`src/rtl/vec_addsub_sequencer_if.sv`:
```
// Bundle for the vector add/sub sequencer: requester handshake, operand/result
// vectors, and the lane-serial port to the shared complement+adder slice.
interface vec_addsub_sequencer_if #(
  parameter int WIDTH = 19,
  parameter int LANES = 4
);
  logic                   start;
  logic                   op_sub;
  logic [LANES-1:0]       lane_mask;
  logic [LANES*WIDTH-1:0] a_vec;
  logic [LANES*WIDTH-1:0] b_vec;
  logic                   ready;
  logic                   busy;
  logic                   done;
  logic [LANES*WIDTH-1:0] result_vec;
  logic [LANES-1:0]       cout_vec;
  logic [LANES-1:0]       ovf_vec;
  logic [WIDTH-1:0]       dp_a;
  logic [WIDTH-1:0]       dp_b;
  logic                   dp_subs;
  logic                   dp_cin;
  logic [WIDTH-1:0]       dp_sum;
  logic                   dp_cout;
  logic [1:0]             fsm_state;

  // Handshake: an op is accepted on a rising edge where start=1 and ready=1;
  // done pulses for one cycle when result/cout/ovf vectors are valid.
  modport slave (
    input  start, op_sub, lane_mask, a_vec, b_vec, dp_sum, dp_cout,
    output ready, busy, done, result_vec, cout_vec, ovf_vec,
           dp_a, dp_b, dp_subs, dp_cin, fsm_state
  );

  modport master (
    output start, op_sub, lane_mask, a_vec, b_vec, dp_sum, dp_cout,
    input  ready, busy, done, result_vec, cout_vec, ovf_vec,
           dp_a, dp_b, dp_subs, dp_cin, fsm_state
  );
endinterface

```
`src/rtl/vec_addsub_sequencer.sv`:
```
// Serialises a LANES-wide vector add/subtract through one shared WIDTH-bit
// complement+adder slice, one lane per cycle, with a start/done handshake.
module vec_addsub_sequencer #(
  parameter int WIDTH = 19,
  parameter int LANES = 4
) (
  input logic clk,
  input logic rst,
  vec_addsub_sequencer_if.slave bus
);
  localparam int CW = (LANES > 1) ? $clog2(LANES) : 1;

  typedef enum logic [1:0] {IDLE = 2'd0, RUN = 2'd1, DONE = 2'd2} state_t;

  state_t                 state, state_nx;
  logic [CW-1:0]          lane;
  logic [LANES*WIDTH-1:0] a_q, b_q, res_q;
  logic                   sub_q;
  logic [LANES-1:0]       mask_q, cout_q, ovf_q;

  logic                   accept, last_lane, lane_on;
  logic [WIDTH-1:0]       lane_a, lane_b, lane_res;
  logic                   lane_cout, lane_ovf, sa, sb, ss;
  logic [WIDTH-1:0]       dp_a_d, dp_b_d;
  logic                   dp_subs_d;

  always_comb begin
    state_nx  = state;
    accept    = 1'b0;
    lane_a    = a_q[int'(lane)*WIDTH +: WIDTH];
    lane_b    = b_q[int'(lane)*WIDTH +: WIDTH];
    lane_on   = mask_q[lane];
    last_lane = (lane == CW'(LANES - 1));
    sa        = lane_a[WIDTH-1];
    sb        = lane_b[WIDTH-1];
    ss        = bus.dp_sum[WIDTH-1];
    dp_a_d    = '0;
    dp_b_d    = '0;
    dp_subs_d = 1'b0;
    lane_res  = lane_a;
    lane_cout = 1'b0;
    lane_ovf  = 1'b0;
    case (state)
      IDLE: begin
        if (bus.start) begin
          accept   = 1'b1;
          state_nx = RUN;
        end
      end
      RUN: begin
        // Masked lanes keep the slice quiet and pass A straight through.
        if (lane_on) begin
          dp_a_d    = lane_a;
          dp_b_d    = lane_b;
          dp_subs_d = sub_q;
          lane_res  = bus.dp_sum;
          lane_cout = bus.dp_cout;
          lane_ovf  = sub_q ? ((sa != sb) && (ss != sa)) : ((sa == sb) && (ss != sa));
        end
        if (last_lane) state_nx = DONE;
      end
      DONE: begin
        accept   = bus.start;
        state_nx = bus.start ? RUN : IDLE;
      end
      default: state_nx = IDLE;
    endcase
  end

  always_ff @(posedge clk) begin
    if (!rst) begin
      state  <= IDLE;
      lane   <= '0;
      a_q    <= '0;
      b_q    <= '0;
      sub_q  <= 1'b0;
      mask_q <= '0;
      res_q  <= '0;
      cout_q <= '0;
      ovf_q  <= '0;
    end else begin
      state <= state_nx;
      if (accept) begin
        a_q    <= bus.a_vec;
        b_q    <= bus.b_vec;
        sub_q  <= bus.op_sub;
        mask_q <= bus.lane_mask;
        lane   <= '0;
      end else if (state == RUN) begin
        res_q[int'(lane)*WIDTH +: WIDTH] <= lane_res;
        cout_q[lane] <= lane_cout;
        ovf_q[lane]  <= lane_ovf;
        lane         <= last_lane ? '0 : lane + CW'(1);
      end
    end
  end

  assign bus.ready      = (state == IDLE) || (state == DONE);
  assign bus.busy       = (state == RUN);
  assign bus.done       = (state == DONE);
  assign bus.result_vec = res_q;
  assign bus.cout_vec   = cout_q;
  assign bus.ovf_vec    = ovf_q;
  assign bus.dp_a       = dp_a_d;
  assign bus.dp_b       = dp_b_d;
  assign bus.dp_subs    = dp_subs_d;
  assign bus.dp_cin     = dp_subs_d;
  assign bus.fsm_state  = state;
endmodule

```
`src/flat_wrapper.sv`:
```
// flat-port wrapper written by rule: the top's interface ports become plain ports
module vec_addsub_sequencer_flat 
#(
  parameter int WIDTH = 19,
  parameter int LANES = 4
)
  (clk, rst, bus_start, bus_op_sub, bus_lane_mask, bus_a_vec, bus_b_vec, bus_dp_sum, bus_dp_cout, bus_ready, bus_busy, bus_done, bus_result_vec, bus_cout_vec, bus_ovf_vec, bus_dp_a, bus_dp_b, bus_dp_subs, bus_dp_cin, bus_fsm_state);
  vec_addsub_sequencer_if #(.WIDTH(WIDTH), .LANES(LANES)) bus_i ();
  input logic clk;
  input logic rst;
  input wire logic [$bits(bus_i.start)-1:0] bus_start;
  input wire logic [$bits(bus_i.op_sub)-1:0] bus_op_sub;
  input wire logic [$bits(bus_i.lane_mask)-1:0] bus_lane_mask;
  input wire logic [$bits(bus_i.a_vec)-1:0] bus_a_vec;
  input wire logic [$bits(bus_i.b_vec)-1:0] bus_b_vec;
  input wire logic [$bits(bus_i.dp_sum)-1:0] bus_dp_sum;
  input wire logic [$bits(bus_i.dp_cout)-1:0] bus_dp_cout;
  output wire logic [$bits(bus_i.ready)-1:0] bus_ready;
  output wire logic [$bits(bus_i.busy)-1:0] bus_busy;
  output wire logic [$bits(bus_i.done)-1:0] bus_done;
  output wire logic [$bits(bus_i.result_vec)-1:0] bus_result_vec;
  output wire logic [$bits(bus_i.cout_vec)-1:0] bus_cout_vec;
  output wire logic [$bits(bus_i.ovf_vec)-1:0] bus_ovf_vec;
  output wire logic [$bits(bus_i.dp_a)-1:0] bus_dp_a;
  output wire logic [$bits(bus_i.dp_b)-1:0] bus_dp_b;
  output wire logic [$bits(bus_i.dp_subs)-1:0] bus_dp_subs;
  output wire logic [$bits(bus_i.dp_cin)-1:0] bus_dp_cin;
  output wire logic [$bits(bus_i.fsm_state)-1:0] bus_fsm_state;
  assign bus_i.start = bus_start;
  assign bus_i.op_sub = bus_op_sub;
  assign bus_i.lane_mask = bus_lane_mask;
  assign bus_i.a_vec = bus_a_vec;
  assign bus_i.b_vec = bus_b_vec;
  assign bus_i.dp_sum = bus_dp_sum;
  assign bus_i.dp_cout = bus_dp_cout;
  assign bus_ready = bus_i.ready;
  assign bus_busy = bus_i.busy;
  assign bus_done = bus_i.done;
  assign bus_result_vec = bus_i.result_vec;
  assign bus_cout_vec = bus_i.cout_vec;
  assign bus_ovf_vec = bus_i.ovf_vec;
  assign bus_dp_a = bus_i.dp_a;
  assign bus_dp_b = bus_i.dp_b;
  assign bus_dp_subs = bus_i.dp_subs;
  assign bus_dp_cin = bus_i.dp_cin;
  assign bus_fsm_state = bus_i.fsm_state;
  vec_addsub_sequencer #(.WIDTH(WIDTH), .LANES(LANES)) u_core (.clk(clk), .rst(rst), .bus(bus_i));
endmodule
```
`config.mk`:
```
export PLATFORM = sky130hd
export DESIGN_NAME = vec_addsub_sequencer_flat
export DESIGN_NICKNAME = d
export VERILOG_FILES = /design/src/rtl/vec_addsub_sequencer_if.sv /design/src/rtl/vec_addsub_sequencer.sv /design/src/flat_wrapper.sv
export SDC_FILE = /design/constraint.sdc
export NUM_CORES = 1
export LEC_CHECK = 0
export ABC_AREA = 1
export CAP_MARGIN = 20
export CORE_MARGIN = 8
export CORE_UTILIZATION = 35
export CTS_CLUSTER_SIZE = 25
export DETAILED_ROUTE_END_ITERATION = 10
export HOLD_SLACK_MARGIN = 0.12
export PLACE_DENSITY_LB_ADDON = 0.3
export SYNTH_ARGS = -nofsm -noshare
export SYNTH_HDL_FRONTEND = slang
export SYNTH_SLANG_ARGS = --single-unit
```
`constraint.sdc`:
```
create_clock -name clk -period 7.2 [get_ports clk]
set_input_delay 1.8 -clock clk [delete_from_list [all_inputs] [get_ports clk]]
set_output_delay 1.8 -clock clk [all_outputs]
set_load 0.005 [all_outputs]
```
---- Yosys cells after proc, flatten, opt, wreduce, memory -nomap -nowiden ----
Index checks and enable logic that the tools add are counted.
storage, ports and cells
  output and inout port bits .............. 129
  bits in registers ....................... 245
  bits of input ports ..................... 180
cells by class
  bitwise operators ....................... 2
  $mul .................................... 1
  add/subtract/negate cells ............... 2
  mux-type cells .......................... 27
  magnitude comparators ................... 2
  reductions and logical operators ........ 8
  shift operators ......................... 4
  equality and inequality tests ........... 8
operators by type and width
  cell                        number
  $mux W19                    6
  $bwmux W76                  1
  $shift A19 B33 Y76 const A  1
  $shiftx A19 B33 Y76         1
  $shiftx A76 B32 Y19         1
  $shiftx A76 B8 Y19          1
  $neg A32 Y33                1
  $mux W1                     11
  $bwmux W4                   2
  $mul A2 B5 Y7 const B       1
  $mux W2                     3
  $pmux W2 S3                 1
  $eq A2 B2 Y1 const B        2
  $reduce_and A2 Y1           2
  $logic_and A1 B1 Y1         3
  $lt A2 B3 Y1 const B        1
  $add A2 B1 Y2 const B       1
  $bmux W1 S2                 1
  $demux W1 S2                1
  $eq A2 B1 Y1 const B        1
  $ge A2 B1 Y1 const B        1
  $logic_not A2 Y1            1
  $ne A1 B1 Y1                2
  $ne A2 B1 Y1 const B        1
  6 further kinds             7

---- Logic depth before layout (Yosys ltp) ----
Gate-level depths: netlist of the first run.
  depth in word-level cells ............... 8
  depth in mapped cells ................... 11
  mapped depth without buffers ............ 9

---- Least setup slack after synthesis of the first run ----
No wires, ideal clock.
  kind .................................... reg2out
  from .................................... register u_core.lane[0]
  to ...................................... output bus_dp_subs
  setup slack ............................. 3.924 ns
  buffers on the path ..................... 4
  cell stages (with the launch flop) ...... 11
  arrival time ............................ 1.476 ns
  path through ............................ dfxtp_1 -> buf_6 -> inv_4 -> nand2_1 -> nand3_1 -> nand2_1 -> nand2_1 -> buf_2 -> buf_2 -> nor2_1 -> buf_4
between the ends
  word-level cells in the longest chain between the ends .. 4
RTL lines
  what                           RTL line                    text
  from (decl)                    vec_addsub_sequencer.sv:16  logic [CW-1:0] lane;
  from (signal assigned)         vec_addsub_sequencer.sv:93  lane <= last_lane ? '0 : lane + CW'(1);
  $bmux W1 S2                    vec_addsub_sequencer.sv:32  lane_on = mask_q[lane];
  $mux W1 (not written as such)  vec_addsub_sequencer.sv:32
  $mux W1                        vec_addsub_sequencer.sv:52  if (lane_on) begin
  $mux W1                        vec_addsub_sequencer.sv:43  case (state)
  to (decl)                      flat_wrapper.sv:26          output wire logic [$bits(bus_i.dp_subs)-1:0] bus_dp_subs;
No other way between the ends. The select of a mux whose other input is x is not followed.

---- Final worst setup path of the first run ----
  from .................................... register u_core.lane[0]
  to ...................................... output bus_dp_a[17]
between the ends
  word-level cells in the longest chain between the ends .. 4
RTL lines
  what                                           RTL line                                                text
  $mul A2 B5 Y7 or $bmux W1 S2 (tied branches)   vec_addsub_sequencer.sv:30, vec_addsub_sequencer.sv:32
  $shiftx A76 B8 Y19 or $mux W1 (tied branches)  vec_addsub_sequencer.sv:30, vec_addsub_sequencer.sv:32
  $mux W19 *                                     vec_addsub_sequencer.sv:52
  $mux W19 *                                     vec_addsub_sequencer.sv:43
  to (decl)                                      flat_wrapper.sv:24                                      output wire logic [$bits(bus_i.dp_a)-1:0] bus_dp_a;
Mark *: on every way between the ends. The rest lies on a longest branch, timed or not. The select of a mux whose other input is x is not followed.

==> flow_summary_export.csv, run 1 <==
group,metric,value,unit
run_status,status,"finished clean",
die,rows,63,
drt,wl_per_cell,18.37,µm
worst_setup_path,r2r_start,"u_core.lane[0]$_SDFFE_PP0P_",
placement,pre_cts_ws,1.660,ns
pwr,leakagePower,0.005329,µW
timing,skew,0.01173,ns
pwr,max-vdd-ir-drop,0.1495,mV
timing,rsz0062_at_grt,"no",
die,die_w,187.9,µm
clock_tree,ctsLongestPathBuffers,3,
timing,hold_violations,0,
yosys,syn_area,10340,µm²
cells_and_area,drive_above_1_share,0.03871,
drt,drc,0,
clock_tree,worstSkewPairLatency,0.54,ns
drt,num_vias,10581,
drt,routed_via_density,5.099,
drt,antenna_left,0,
worst_setup_path,worstPathRequired,5.40,ns
yosys,syn_inst,1434,
yosys,ys.warnings.count,0,
cells_and_area,nets,1848,
clock_tree,htree_levels,1,
placement,gp_congestion,0.8817,
min_path,worstHoldPathCells,2,
timing,relSlewSlack,0.3029,
clock_tree,cts_resized,0,
yosys,synth_cell_types,23,
yosys,syn_area_per_cell,7.209,µm²
timing,fin_crit_sh,0.8544,
drt,drt-initial-drc-count,959,
global_routing,grt_max_degree,108,
clock_tree,path_clk_slew,0.07,ns
pwr,powerDensity,232.8,nW/µm²
cells_and_area,final_common_cell,"clkdlybuf4s50_1",
timing,tns,0,ns
yosys,synth_nets,1622,
min_path,hold-path-endpoint,"u_core.a_q[4]$_SDFFE_PN0P_",
min_path,hold_path.class,"reg2reg",
yosys,synth_top_flop_cell,"dfxtp_1",
worst_setup_path,cpMostUsedCell,"nand2_1",
placement,hpwl,26.93,mm
timing,min_period,6.152,ns
yosys,ys_ff_latch,245,
clock_tree,cts_setup_buffers,0,
worst_setup_path,path_cells,"inv_4 > nand2_1 > nand3_1 > nand2_1 > nand2_2 > buf_4 > a21oi_1 > clkdlybuf4s50_1",
clock_tree,ctsHoldBuffers,0,
timing,final_max_slew_viol_count,0,
yosys,ys_seq_area_frac,0.4745,
timing,setup_viol,0,
yosys,ys_async_sr_fraction,0,
worst_setup_path,r2r_slack,3.34,ns
cells_and_area,fin_area,14360,µm²
cells_and_area,final_cell_mix,"307 x clkdlybuf4s50_1, 272 x nand2_1, 243 x dfxtp_1, 236 x nor2_1, 184 x a21oi_1",
drt,drt_pass1_iterations,5,
clock_tree,cts_num_sinks,245,
placement,place_area,13470,µm²
worst_setup_path,crit_fanout,65,
global_routing,antenna_found_initial,8,
worst_setup_path,critPathCaptureType,"output port",
die,ioPinCount,309,
worst_setup_path,startpoint_type,"flip-flop",
worst_setup_path,cpPeakStageDelay,0.85,ns
timing,setup_slack,1.048,ns
global_routing,grt_pass1_vias,10325,
global_routing,overflow,0,
die,die_h,187.9,µm
die,initial_core_util,0.3516,
timing,worst_slew_pin_slew,1.038,ns
worst_setup_path,critPathSlowestCell,"dfxtp_4",
job,drv_cap,0,
cells_and_area,area_delta_synth_final,38.94,%
min_path,hold_start,"u_core.a_q[4]$_SDFFE_PN0P_",
die,fp.coreArea,29400,µm²
placement,port_buffers,308,
clock_tree,cts_tree,"yes",
cells_and_area,fill_cells,2896,
yosys,synth-edff-count,0,
worst_setup_path,regToRegEndpoint,"u_core.bus.result_vec[60]$_SDFFE_PN0P_",
global_routing,grt_first_pass_wirelength,58.87,mm
worst_setup_path,critPathKind,"reg2out",
timing,hold_slack,0.4488,ns
worst_setup_path,cp.arrival,4.35,ns
worst_setup_path,ff2ff_path_depth,10,
clock_tree,cts_root_buf,"clkbuf_16",
global_routing,track_usage,0.2068,
clock_tree,cts_buffers,27,
drt,wl,38.12,mm
timing,max_freq,0.1626,GHz
cells_and_area,postLayoutCoreUtil,0.4885,
die,dieArea,35290,µm²
worst max-delay path by stage:
stage / start / end / slack (ns) / cells after the start
after global routing: u_core.lane[0]$_SDFFE_PP0P_ / bus_dp_a[17] / 0.78 / 8
after CTS: u_core.lane[0]$_SDFFE_PP0P_ / bus_dp_a[11] / 1.05 / 8
after detailed placement: u_core.lane[0]$_SDFFE_PP0P_ / bus_dp_a[17] / 1.66 / 8
after global placement: u_core.lane[0]$_SDFFE_PP0P_ / bus_dp_a[17] / 1.74 / 8
after floorplan: u_core.lane[0]$_SDFFE_PP0P_ / bus_dp_subs / 3.92 / 10
final: u_core.lane[0]$_SDFFE_PP0P_ / bus_dp_a[17] / 1.05 / 8
cells by family after synthesis:
kind of cell               Yosys count  synth area share
and+or+nand+nor                    599            0.2369
DFF                                245            0.4745
buffers and inverters              178           0.07202
AOI/OAI and AO/OA                  404            0.2070
adders and majority gates            8          0.009683
cell usage after synthesis (2+ instances only):
master / count / area, µm²
buf_6: 3 / 33.78
buf_1: 13 / 48.80
a21oi_1: 184 / 920.9
a221oi_1: 18 / 157.7
buf_4: 4 / 30.03
inv_1: 54 / 202.7
nor2_4: 2 / 22.52
clkbuf_1: 71 / 266.5
o211ai_1: 20 / 150.1
inv_2: 2 / 7.510
nand4_1: 38 / 237.7
nand3_1: 46 / 230.2
nor2_1: 236 / 885.9
o21ai_0: 182 / 910.9
dfxtp_1: 245 / 4905
ha_1: 8 / 100.1
buf_2: 29 / 145.1
nand2_1: 274 / 1028
area by class of cell:
cell class	count	area, µm²	area share
repair buffers	317	3148	0.2192
diodes	6	15.01	0.001045
clock inverters	6	70.07	0.004878
inverters	58	221.5	0.01542
clock buffers	42	812.0	0.05654
multi-input cells	1011	4698	0.3271
flip-flops and latches	245	4910	0.3418
well taps	390	488.0	0.03398
report_power, final:
part / internal, µW / total [µW] / switching [µW]
sequential: 1440 / 1480 / 45.0
combinational: 195 / 491 / 297
clock: 810 / 1370 / 560
per-stage QoR:
stage / std cells / power [µW]
final: 2075 / 3343
after global routing: 2074 / 3490
after CTS: 2069 / 3379
after detailed placement: 2021 / 2002
after global placement: 2021 / 1997
after floorplan: 1434 / 1773
registers in the layout, summed over array words and instances (netlist names):
| signal | count |
|---|---|
| u_core.a_q | 76 |
| u_core.mask_q | 4 |
| u_core.bus.result_vec | 76 |
| u_core.bus.fsm_state | 2 |
| u_core.b_q | 76 |
| u_core.lane | 2 |
| u_core.sub_q | 1 |
| u_core.bus.ovf_vec | 4 |
| u_core.bus.cout_vec | 4 |
worst max-delay path: cells and delay by family, from the launching register on:
| family | cells | cell delay (ns) |
|---|---|---|
| and+or+nand+nor | 4 | 1.34 |
| buffers and inverters | 3 | 1.37 |
| AOI/OAI and AO/OA | 1 | 0.18 |
| DFF | 1 | 0.85 |
routing by layer:
metal  vias up  part of all wire  track usage  routed length, µm
li1       5226                 -            -                  -
met1      4868              0.43       0.2634              16250
met2       408              0.46       0.3315              17440
met3        73             0.087      0.05851               3312
met4         6             0.028      0.07091               1077
met5         -           0.00094            0                 36
Note: power is estimated with default switching activity, not from simulation.
==> run 2, diff against run 1 <==
- CORE_MARGIN: 8 -> 2
- SETUP_SLACK_MARGIN: default -> 0.1
==> run 2 against run 1 <==
Sequential power barely moved. Routed wire length decreased by 5.2%. Combinational power about the same. Count of clock-buffer cells in the layout shrank 5. Critical endpoint is now bus_dp_b[2]. First-iteration DRC count up 15%. Fmax shrank 3.1%. Sequential cell count unchanged. Non-clock buffer count up 2.
==> flow_summary_export.csv, run 2 (same netlist as run 1, synthesis figures left out) <==
group,metric,value,unit
worst_setup_path,cp.arrival,4.55,ns
drt,num_vias,10557,
worst_setup_path,worstPathRequired,5.40,ns
drt,antenna_left,0,
drt,drc,0,
timing,setup_viol,0,
worst_setup_path,startpoint,"u_core.lane[0]$_SDFFE_PP0P_",
drt,routed_via_density,5.098,
drt,wl,36.16,mm
worst_setup_path,crit_fanout,89,
timing,final_max_slew_viol_count,0,
clock_tree,cts_tree,"yes",
cells_and_area,fin_area,14500,µm²
global_routing,track_usage,0.2236,
worst_setup_path,r2r_start,"u_core.lane[0]$_SDFFE_PP0P_",
timing,skew,0.01051,ns
min_path,hold-path-endpoint,"u_core.a_q[17]$_SDFFE_PN0P_",
placement,place_area,13460,µm²
global_routing,antenna_found_initial,9,
placement,port_buffers,308,
die,die_h,175.9,µm
cells_and_area,final_common_cell,"clkdlybuf4s50_1",
drt,drt-initial-drc-count,1107,
clock_tree,cts_root_buf,"clkbuf_16",
clock_tree,ctsLongestPathBuffers,3,
worst_setup_path,critPathKind,"reg2out",
timing,hold_violations,0,
job,drv_cap,0,
clock_tree,cts_setup_buffers,0,
min_path,worstHoldPathCells,2,
clock_tree,worstSkewPairLatency,0.53,ns
placement,place_inst,2015,
cells_and_area,area_delta_synth_final,40.27,%
global_routing,grt_first_pass_wirelength,54.73,mm
die,dieArea,30930,µm²
die,ioPinCount,309,
placement,gp_congestion,0.9012,
worst_setup_path,startpoint_type,"flip-flop",
timing,worst_slew_pin_slew,1.019,ns
global_routing,grt_pass1_vias,9892,
min_path,hold_path.class,"reg2reg",
drt,drt_pass1_iterations,5,
timing,min_period,6.351,ns
pwr,max-vdd-ir-drop,0.1364,mV
die,fp.coreArea,28860,µm²
worst_setup_path,ff2ff_path_depth,10,
pwr,powerDensity,241.5,nW/µm²
cells_and_area,nets,1850,
clock_tree,ctsHoldBuffers,0,
clock_tree,path_clk_slew,0.06,ns
timing,tns,0,ns
worst_setup_path,critPathCaptureType,"output port",
clock_tree,cts_num_sinks,245,
pwr,leakagePower,0.005393,µW
cells_and_area,layout.cells.non_filler,2071,
timing,rsz0062_at_grt,"no",
clock_tree,cts_resized,0,
cells_and_area,final_cell_mix,"307 x clkdlybuf4s50_1, 272 x nand2_1, 243 x dfxtp_1, 236 x nor2_1, 184 x a21oi_1",
global_routing,grt_max_degree,120,
global_routing,overflow,0,
worst_setup_path,r2r_slack,2.85,ns
clock_tree,cts_buffers,27,
clock_tree,htree_levels,1,
die,rows,62,
min_path,hold_start,"u_core.a_q[17]$_SDFFE_PN0P_",
run_status,status,"finished clean",
timing,relSlewSlack,0.3207,
pwr,power,3501,µW
worst_setup_path,regToRegEndpoint,"u_core.bus.result_vec[55]$_SDFFE_PN0P_",
die,initial_core_util,0.3582,
die,die_w,175.9,µm
drt,wl_per_cell,17.46,µm
timing,max_freq,0.1574,GHz
placement,hpwl,24.81,mm
timing,fin_crit_sh,0.8821,
cells_and_area,drive_above_1_share,0.04167,
cells_and_area,postLayoutCoreUtil,0.5025,
-- run 2: per-layer routing --
metal | GRT usage | vias up | share of wire
li1 | - | 5234 | -
met1 | 0.2990 | 4790 | 0.43
met2 | 0.3433 | 458 | 0.44
met3 | 0.05671 | 71 | 0.090
met4 | 0.09332 | 4 | 0.037
met5 | 0 | - | 0.00075
-- run 2: power by group --
part | total (µW) | switching [µW] | internal (µW)
sequential | 1480 | 46.6 | 1440
combinational | 490 | 293 | 197
clock | 1530 | 559 | 969
total | 3500 | 898 | 2600
-- run 2: worst max path at each step --
stage,to,slack [ns],depth (start not counted)
6_report,bus_dp_b[2],0.85,8
5_1_grt,bus_dp_b[2],0.45,8
4_1_cts,bus_dp_b[2],0.81,8
3_5_place_dp,bus_dp_b[2],1.42,8
3_3_place_gp,bus_dp_b[7],1.48,8
2_1_floorplan,bus_dp_subs,3.92,10
-- run 2: worst max-delay path: stages, from the launching register on --
cell and delay [ns]:
dfxtp_4 0.91, buf_4 0.78, nand2_1 0.11, nand3_1 0.11
nand2_1 0.45, nand2_2 0.48, buf_4 0.51, a221oi_1 0.12
clkdlybuf4s50_1 0.51
-- run 2: cell type report --
| class | instances | area, µm² |
|---|---|---|
| fillers | 2870 | 14360 |
| inverters | 58 | 221.5 |
| clock buffers | 37 | 783.3 |
| diodes | 7 | 17.52 |
| clock inverters | 10 | 202.7 |
| repair buffers | 319 | 3187 |
| multi-input cells | 1011 | 4698 |
| flip-flops and latches | 245 | 4910 |
| well taps | 384 | 480.5 |
-- run 2: stage by stage --
| stage | hold slack (ns) | setup WS (ns) |
|---|---|---|
| after floorplan | 0.4244 | 3.924 |
| after global placement | 0.4365 | 1.482 |
| after detailed placement | 0.4428 | 1.419 |
| after CTS | 0.4526 | 0.8051 |
| after global routing | 0.4636 | 0.4514 |
| final | 0.4504 | 0.8487 |
